### config.mk
export PLATFORM = sky130hd
export DESIGN_NAME = wb_bypass_flat
export DESIGN_NICKNAME = d
export VERILOG_FILES = /design/src/rtl/wb_bypass_if.sv /design/src/rtl/wb_bypass.sv /design/src/flat_wrapper.sv
export SDC_FILE = /design/constraint.sdc
export NUM_CORES = 1
export LEC_CHECK = 0
export ABC_AREA = 1
export CELL_PAD_IN_SITES_DETAIL_PLACEMENT = 1
export CELL_PAD_IN_SITES_GLOBAL_PLACEMENT = 1
export CORE_ASPECT_RATIO = 0.6
export CORE_MARGIN = 2
export CORE_UTILIZATION = 35
export CTS_BUF_LIST = sky130_fd_sc_hd__clkbuf_8
export DETAILED_ROUTE_END_ITERATION = 12
export PLACE_DENSITY = 0.95
export SLEW_MARGIN = 20
export SYNTH_ARGS = -nofsm -noshare
export SYNTH_HDL_FRONTEND = slang
export SYNTH_SLANG_ARGS = --single-unit
### constraint.sdc
create_clock -name clk -period 3.5 [get_ports clk]
set_input_delay 0.525 -clock clk [delete_from_list [all_inputs] [get_ports clk]]
set_output_delay 0.525 -clock clk [all_outputs]
set_load 0.03 [all_outputs]
### src/rtl/wb_bypass_if.sv
// Execute-result / load / decode-operand / write-port bundle for the write-back
// bypass stage. The slave side is the bypass block, the master side is its environment.
interface wb_bypass_if #(parameter int AW = 3, parameter int DW = 8);
   logic          in_valid, in_ready;
   logic [AW-1:0] in_dstE, in_dstM;
   logic [DW-1:0] in_valE;
   logic          in_memrd;
   logic [DW-1:0] mem_data;
   logic          mem_ack;
   logic [AW-1:0] srcA, srcB;
   logic [DW-1:0] rf_A, rf_B;
   logic [DW-1:0] opA, opB;
   logic          stall;
   logic [AW-1:0] dstM, dstE;
   logic [DW-1:0] M, E;

   modport slave (
      input  in_valid, in_dstE, in_valE, in_dstM, in_memrd, mem_data, mem_ack,
             srcA, srcB, rf_A, rf_B,
      output in_ready, opA, opB, stall, dstM, dstE, M, E
   );
   modport master (
      output in_valid, in_dstE, in_valE, in_dstM, in_memrd, mem_data, mem_ack,
             srcA, srcB, rf_A, rf_B,
      input  in_ready, opA, opB, stall, dstM, dstE, M, E
   );
endinterface

### src/rtl/wb_bypass.sv
// Two-slot MEM/WB pipeline tail with register write port and per-operand
// forwarding network; stalls decode on a use of a still-outstanding load.
module wb_bypass_fwd #(parameter int AW = 3, parameter int DW = 8) (
   input  logic [AW-1:0] src,
   input  logic [DW-1:0] rf,
   input  logic          mem_vld,
   input  logic          mem_memrd,
   input  logic          mem_ack,
   input  logic [AW-1:0] mem_dstM,
   input  logic [AW-1:0] mem_dstE,
   input  logic [DW-1:0] mem_valE,
   input  logic [DW-1:0] mem_data,
   input  logic          wb_vld,
   input  logic [AW-1:0] wb_dstM,
   input  logic [AW-1:0] wb_dstE,
   input  logic [DW-1:0] wb_M,
   input  logic [DW-1:0] wb_E,
   output logic [DW-1:0] op,
   output logic          stall
);
   // src != 0 is checked first, so a zero destination can never match below
   always_comb begin
      op    = rf;
      stall = 1'b0;
      if (src == '0)                                             op = '0;
      else if (mem_vld && mem_memrd && mem_ack && mem_dstM == src) op = mem_data;
      else if (mem_vld && mem_dstE == src)                         op = mem_valE;
      else if (wb_vld && wb_dstM == src)                           op = wb_M;
      else if (wb_vld && wb_dstE == src)                           op = wb_E;
      if (src != '0 && mem_vld && mem_memrd && !mem_ack && mem_dstM == src)
         stall = 1'b1;
   end
endmodule

module wb_bypass #(parameter int AW = 3, parameter int DW = 8) (
   input logic     clk,
   input logic     rst,
   wb_bypass_if.slave bus
);
   localparam int NUM_OPS = 2;

   typedef struct packed {
      logic          vld;
      logic [AW-1:0] dstE;
      logic [DW-1:0] valE;
      logic [AW-1:0] dstM;
      logic          memrd;
   } mem_slot_t;

   typedef struct packed {
      logic          vld;
      logic [AW-1:0] dstE;
      logic [DW-1:0] E;
      logic [AW-1:0] dstM;
      logic [DW-1:0] M;
   } wb_slot_t;

   mem_slot_t mem_q;
   wb_slot_t  wb_q;
   logic      mem_done, xfer;

   assign mem_done     = mem_q.vld && (!mem_q.memrd || bus.mem_ack);
   assign bus.in_ready = !mem_q.vld || mem_done;
   assign xfer         = bus.in_valid && bus.in_ready;

   // Empty slots are zeroed so the write port and match logic see no stale state
   always_ff @(posedge clk or posedge rst) begin
      if (rst) begin
         mem_q <= '0;
         wb_q  <= '0;
      end else begin
         if (xfer)
            mem_q <= '{vld: 1'b1, dstE: bus.in_dstE, valE: bus.in_valE,
                       dstM: (bus.in_memrd ? bus.in_dstM : {AW{1'b0}}),
                       memrd: bus.in_memrd};
         else if (mem_done)
            mem_q <= '0;
         if (mem_done)
            wb_q <= '{vld: 1'b1, dstE: mem_q.dstE, E: mem_q.valE, dstM: mem_q.dstM,
                      M: (mem_q.memrd ? bus.mem_data : {DW{1'b0}})};
         else
            wb_q <= '0;
      end
   end

   assign bus.dstM = wb_q.dstM;
   assign bus.dstE = wb_q.dstE;
   assign bus.M    = wb_q.M;
   assign bus.E    = wb_q.E;

   logic [NUM_OPS-1:0][AW-1:0] src;
   logic [NUM_OPS-1:0][DW-1:0] rf, op;
   logic [NUM_OPS-1:0]         stall_v;

   assign src       = {bus.srcB, bus.srcA};
   assign rf        = {bus.rf_B, bus.rf_A};
   assign bus.opA   = op[0];
   assign bus.opB   = op[1];
   assign bus.stall = |stall_v;

   for (genvar g = 0; g < NUM_OPS; g++) begin : g_fwd
      wb_bypass_fwd #(.AW(AW), .DW(DW)) u_fwd (
         .src      (src[g]),
         .rf       (rf[g]),
         .mem_vld  (mem_q.vld),
         .mem_memrd(mem_q.memrd),
         .mem_ack  (bus.mem_ack),
         .mem_dstM (mem_q.dstM),
         .mem_dstE (mem_q.dstE),
         .mem_valE (mem_q.valE),
         .mem_data (bus.mem_data),
         .wb_vld   (wb_q.vld),
         .wb_dstM  (wb_q.dstM),
         .wb_dstE  (wb_q.dstE),
         .wb_M     (wb_q.M),
         .wb_E     (wb_q.E),
         .op       (op[g]),
         .stall    (stall_v[g])
      );
   end
endmodule

### src/flat_wrapper.sv
// flat-port wrapper written by rule: the top's interface ports become plain ports
module wb_bypass_flat 
#(parameter int AW = 3, parameter int DW = 8)
  (clk, rst, bus_in_valid, bus_in_dstE, bus_in_valE, bus_in_dstM, bus_in_memrd, bus_mem_data, bus_mem_ack, bus_srcA, bus_srcB, bus_rf_A, bus_rf_B, bus_in_ready, bus_opA, bus_opB, bus_stall, bus_dstM, bus_dstE, bus_M, bus_E);
  wb_bypass_if #(.AW(AW), .DW(DW)) bus_i ();
  input logic clk;
  input logic rst;
  input wire logic [$bits(bus_i.in_valid)-1:0] bus_in_valid;
  input wire logic [$bits(bus_i.in_dstE)-1:0] bus_in_dstE;
  input wire logic [$bits(bus_i.in_valE)-1:0] bus_in_valE;
  input wire logic [$bits(bus_i.in_dstM)-1:0] bus_in_dstM;
  input wire logic [$bits(bus_i.in_memrd)-1:0] bus_in_memrd;
  input wire logic [$bits(bus_i.mem_data)-1:0] bus_mem_data;
  input wire logic [$bits(bus_i.mem_ack)-1:0] bus_mem_ack;
  input wire logic [$bits(bus_i.srcA)-1:0] bus_srcA;
  input wire logic [$bits(bus_i.srcB)-1:0] bus_srcB;
  input wire logic [$bits(bus_i.rf_A)-1:0] bus_rf_A;
  input wire logic [$bits(bus_i.rf_B)-1:0] bus_rf_B;
  output wire logic [$bits(bus_i.in_ready)-1:0] bus_in_ready;
  output wire logic [$bits(bus_i.opA)-1:0] bus_opA;
  output wire logic [$bits(bus_i.opB)-1:0] bus_opB;
  output wire logic [$bits(bus_i.stall)-1:0] bus_stall;
  output wire logic [$bits(bus_i.dstM)-1:0] bus_dstM;
  output wire logic [$bits(bus_i.dstE)-1:0] bus_dstE;
  output wire logic [$bits(bus_i.M)-1:0] bus_M;
  output wire logic [$bits(bus_i.E)-1:0] bus_E;
  assign bus_i.in_valid = bus_in_valid;
  assign bus_i.in_dstE = bus_in_dstE;
  assign bus_i.in_valE = bus_in_valE;
  assign bus_i.in_dstM = bus_in_dstM;
  assign bus_i.in_memrd = bus_in_memrd;
  assign bus_i.mem_data = bus_mem_data;
  assign bus_i.mem_ack = bus_mem_ack;
  assign bus_i.srcA = bus_srcA;
  assign bus_i.srcB = bus_srcB;
  assign bus_i.rf_A = bus_rf_A;
  assign bus_i.rf_B = bus_rf_B;
  assign bus_in_ready = bus_i.in_ready;
  assign bus_opA = bus_i.opA;
  assign bus_opB = bus_i.opB;
  assign bus_stall = bus_i.stall;
  assign bus_dstM = bus_i.dstM;
  assign bus_dstE = bus_i.dstE;
  assign bus_M = bus_i.M;
  assign bus_E = bus_i.E;
  wb_bypass #(.AW(AW), .DW(DW)) u_core (.clk(clk), .rst(rst), .bus(bus_i));
endmodule
# Word level (Yosys, flattened, before mapping)
# Index checks and enable logic that the tools add are counted.
# totals
word_cells	66
register_bits	39
in_bits	49
out_inout_bits	40
# op_classes
reduce_logical	31
n_eq_ne	8
mux	17
# op_table
op	n
$mux 8	11
$mux 16	2
$eq 3x3->1	8
$mux 23	1
$logic_and 1x1->1	20
$logic_not 3->1	2
$reduce_bool 3->1	2
$logic_not 1->1	3
$mux 3	1
$logic_or 1x1->1	2
$mux 1	2
$reduce_bool 2->1	1
$reduce_or 2->1	1

# Longest topological paths before layout
# logic_depth
word_depth	7
ltp_mapped	11

# Modules after synthesis
# A second synthesis with hierarchy kept.
# unflattened
cells_unflattened	476
area_unflattened_um2	3240.6
# modules_own_cells
module	n_inst	seq_area_each_um2	cells_per_inst	area_each_um2
wb_bypass	1	975.9	174	1624.1
wb_bypass_fwd	2	0.0	151	808.3

# Least setup slack after synthesis
# No wires, ideal clock.
# synth_path
kind	input port to output port
start	input port bus_srcB[2]
end	output port bus_opB[3]
arrival_ns	1.824
path_buffers	2
stages	7
path_slack_ns	1.151
path_cell_list	buf_2 -> xnor2_1 -> nand3_4 -> buf_6 -> nand2_1 -> inv_1 -> a21oi_1
# synth_via
elab_chain_len	7
elab_cells_between_ends	14
classes_between	4 x eq/ne; 5 x mux; 5 x reduce/logical
# synth_lines
element	line	rtl
start: declaration	flat_wrapper.sv:16	input wire logic [$bits(bus_i.srcB)-1:0] bus_srcB;
$eq 3x3->1	wb_bypass.sv:29	else if (wb_vld && wb_dstE == src) op = wb_E;
$logic_and 1x1->1	wb_bypass.sv:29	
$mux 8	wb_bypass.sv:29	
$mux 8	wb_bypass.sv:28	else if (wb_vld && wb_dstM == src) op = wb_M;
$mux 8	wb_bypass.sv:27	else if (mem_vld && mem_dstE == src) op = mem_valE;
$mux 8	wb_bypass.sv:26	else if (mem_vld && mem_memrd && mem_ack && mem_dstM == src) op = mem_data;
$mux 8 (*)	wb_bypass.sv:25	if (src == '0) op = '0;
end: declaration	flat_wrapper.sv:21	output wire logic [$bits(bus_i.opB)-1:0] bus_opB;
# Mark *: on every way between the ends. The rest lies on a longest branch, timed or not.

# Worst setup path after layout
# layout_path
start	input port bus_srcA[0]
end	output port bus_opA[2]
# layout_via
elab_chain_len	7
elab_cells_between_ends	14
classes_between	4 x eq/ne; 5 x mux; 5 x reduce/logical
# layout_lines
element	line	rtl
start: declaration	flat_wrapper.sv:15	input wire logic [$bits(bus_i.srcA)-1:0] bus_srcA;
$eq 3x3->1	wb_bypass.sv:29	
$logic_and 1x1->1	wb_bypass.sv:29	
$mux 8	wb_bypass.sv:29	
$mux 8	wb_bypass.sv:28	
$mux 8	wb_bypass.sv:27	
$mux 8	wb_bypass.sv:26	
$mux 8 (*)	wb_bypass.sv:25	
end: declaration	flat_wrapper.sv:20	output wire logic [$bits(bus_i.opA)-1:0] bus_opA;
# Marks and branches as above.

==> impl_metrics.yaml <==
min_path:
  hold_class: "flip-flop to flip-flop"
  min_path_cells: 2
global_route:
  antenna_found_initial: 0
  grt_first_pass_wirelength_um: 18000
  grt_usage_pct: 26.9
  first_global_vias: 3361
  grt_max_degree: 40
  gr-total-overflow: 0
route:
  ant_nets: 0
  via_per_inst: 5.11
  route.detailed.drc: 0
  drt_pre_antenna_iters: 5
  routedWlPerCell_um: 18.0
  drtIter0Drc: 311
  vias: 3247
  totalWireLength_um: 11500
floorplanning:
  initial_utilization_pct: 35.9
  dieWidth_um: 120
  ioPinCount: 89
  rows: 25
  core_um2: 7820
  dieArea_um2: 8770
  die_h_um: 73.4
worst_setup_path:
  worstPathMaxFanout: 8
  cp-end-kind: "output pin"
  reg2regPathDepth: 4
  critPathKind: "input pin to output pin"
  worstSetupStartpointType: "input pin"
  worstPathRequired_ns: 2.97
  cp.arrival_ns: 2.86
cells_and_area:
  diodes: 0
  fin_util_pct: 51.1
  finalInstanceArea_um2: 3990
  nets: 576
  drive_above_1_share_pct: 8.52
  fin_cells: 636
  syn2layout_area_growth_pct: 42.3
power:
  p_comb_share_pct: 39.9
  vdd_ir_drop_max_v: 0.000223
  power.leakage_nw: 2.06
  p_int_w: 0.000960
  pwr-share-clk_pct: 25.7
  sw_frac_of_total_pct: 39.0
  powerDensity_nw_per_um2: 394
  p_seq_share_pct: 34.4
  p_switching_w: 0.000614
sta:
  tns_ns: 0
  clock.fmax_mhz: 295
  hold_viol: 0
  slew_viol_final: 0
  final-setup-viol-count: 0
  layout_min_cycle_time_ns: 3.39
  hold_slack_ns: 0.567
  relSlewSlack_pct: 39.4
  fin_skew_ns: 0.00963
  worst_pin_slew_ns: 0.902
  fin_crit_sh_pct: 96.9
synthesis:
  ys_async_sr_fraction_pct: 100
  synth_edf_count: 0
  syn_inst: 432
  synthTopCellsByCount: "nand2_1 (117), inv_1 (81), nand3_1 (66)"
  yosysSeqAreaShare_pct: 34.8
  yosysMostFrequentCell: "nand2_1"
  post_synth.cell_area_avg_um2: 6.50
  synth_ff_type: "dfrtp_1"
  ys_types: 26
  yosys.area.top_type: "dfrtp_1"
  syn-num-nets: 481
  yosysWarnings: 0
  syn_area_um2: 2810
  yosys.area.top_type_share_pct: 34.8
  synth_area_leaders: "dfrtp_1 (35%), nand2_1 (16%), nand3_1 (12%)"
  ys_ff_latch: 39
clocking:
  cts_root_buf: "clkbuf_8"
  cts.clk_slew.worst_paths_ns: 0.08
  cts_buffer_depth: 2
  cts_tree: "built"
  cts_buffers: 5
  h-tree-depth: 2
  clk_latency_ns: 0.30
  cts_setup_buffers: 0
  cts_sinks: 39
placement:
  hpwl_um: 9340
  dp_cells: 628
  routabilityCongestion: 0.886
  post_dp_cell_area_um2: 3820
  portBuffers: 88
run:
  cap_violations: 0
run_status:
  outcome: "finished clean"
-- critical path: stages --
cell	delay (ns)
clkdlybuf4s50_1	0.63
nand2_1	0.16
o21ai_0	0.11
nor2_2	0.19
buf_4	0.19
nand3_1	0.08
nand2_1	0.08
inv_1	0.05
a21oi_1	0.15
clkdlybuf4s50_1	0.69
-- final timing paths --
kind / slack, ns / start / to
max: 0.11 / bus_srcA[0] / bus_opA[2]
min: 0.57 / u_core.mem_q[11] / u_core.bus.E[7]
max reg2reg: 1.85 / u_core.mem_q[15] / u_core.mem_q[4]
min reg2reg: 0.57 / u_core.mem_q[11] / u_core.bus.E[7]
max in group asynchronous: 2.50 / rst / u_core.bus.M[5]
min in group asynchronous: 0.64 / rst / u_core.bus.E[6]
-- stage by stage --
step	worst slack, ns	power, W
after CTS	0.0386	0.00157
after global routing	-0.00714	0.00165
after floorplan	1.15	0.000880
after global placement	0.113	0.00114
after detailed placement	0.0388	0.00117
final	0.110	0.00157
-- metal layers --
metal	GRT usage, %	part of all wire (%)
met5	0	0
met4	3.14	0.60
met3	4.89	6.8
met2	43.4	44
met1	38.9	49
-- kinds of logic (layout without fill, tap and decap cells) --
group	after synthesis	after routing	share of synthesized area, %
AND/OR/NAND/NOR	243	243	40.3
AO/OA/AOI/OAI	52	52	9.54
buffers and inverters	91	187	13.2
XOR/XNOR	7	7	2.18
flip-flops	39	39	34.8
-- what timing repair did --
item	in CTS	in global routing
setup endpoints to repair	0	16
gates resized for setup	0	13
hold buffers	0	0
-- final cells by class --
type                    count  area [µm²]
clock buffers               6        82.6
clock inverters             2        38.8
fillers                  1034        3830
inverters                  83         312
multi-input cells         302        1490
flip-flops and latches     39         976
well taps                 108         135
repair buffers             96         963
-- power groups by stage --
stage | clock (W) | sequential (W) | combinational (W)
6_report | 0.000405 | 0.000541 | 0.000629
5_1_grt | 0.000430 | 0.000543 | 0.000678
4_1_cts | 0.000410 | 0.000538 | 0.000623
3_5_place_dp | 0 | 0.000547 | 0.000619
3_3_place_gp | 0 | 0.000542 | 0.000600
2_1_floorplan | 0 | 0.000558 | 0.000322
-- registers in the layout, indices dropped and copies added (netlist names) --
signal	flops
u_core.bus.dstE	3
u_core.bus.E	8
u_core.mem_q	16
u_core.bus.M	8
u_core.wb_q	1
u_core.bus.dstM	3
-- layout by cell type, fill, tap and decap left out, types with 6 or more instances in the layout --
cell type          n
clkbuf_8           6
nor2_4             9
dfrtp_1           39
nor2_1            32
dlymetal6s2s_1     9
o21ai_0           33
inv_1             81
a21oi_1           15
nand2_1          117
nand3_1           66
buf_4              8
clkdlybuf4s50_1   79
No activity file was read; power rests on OpenSTA's default activity.
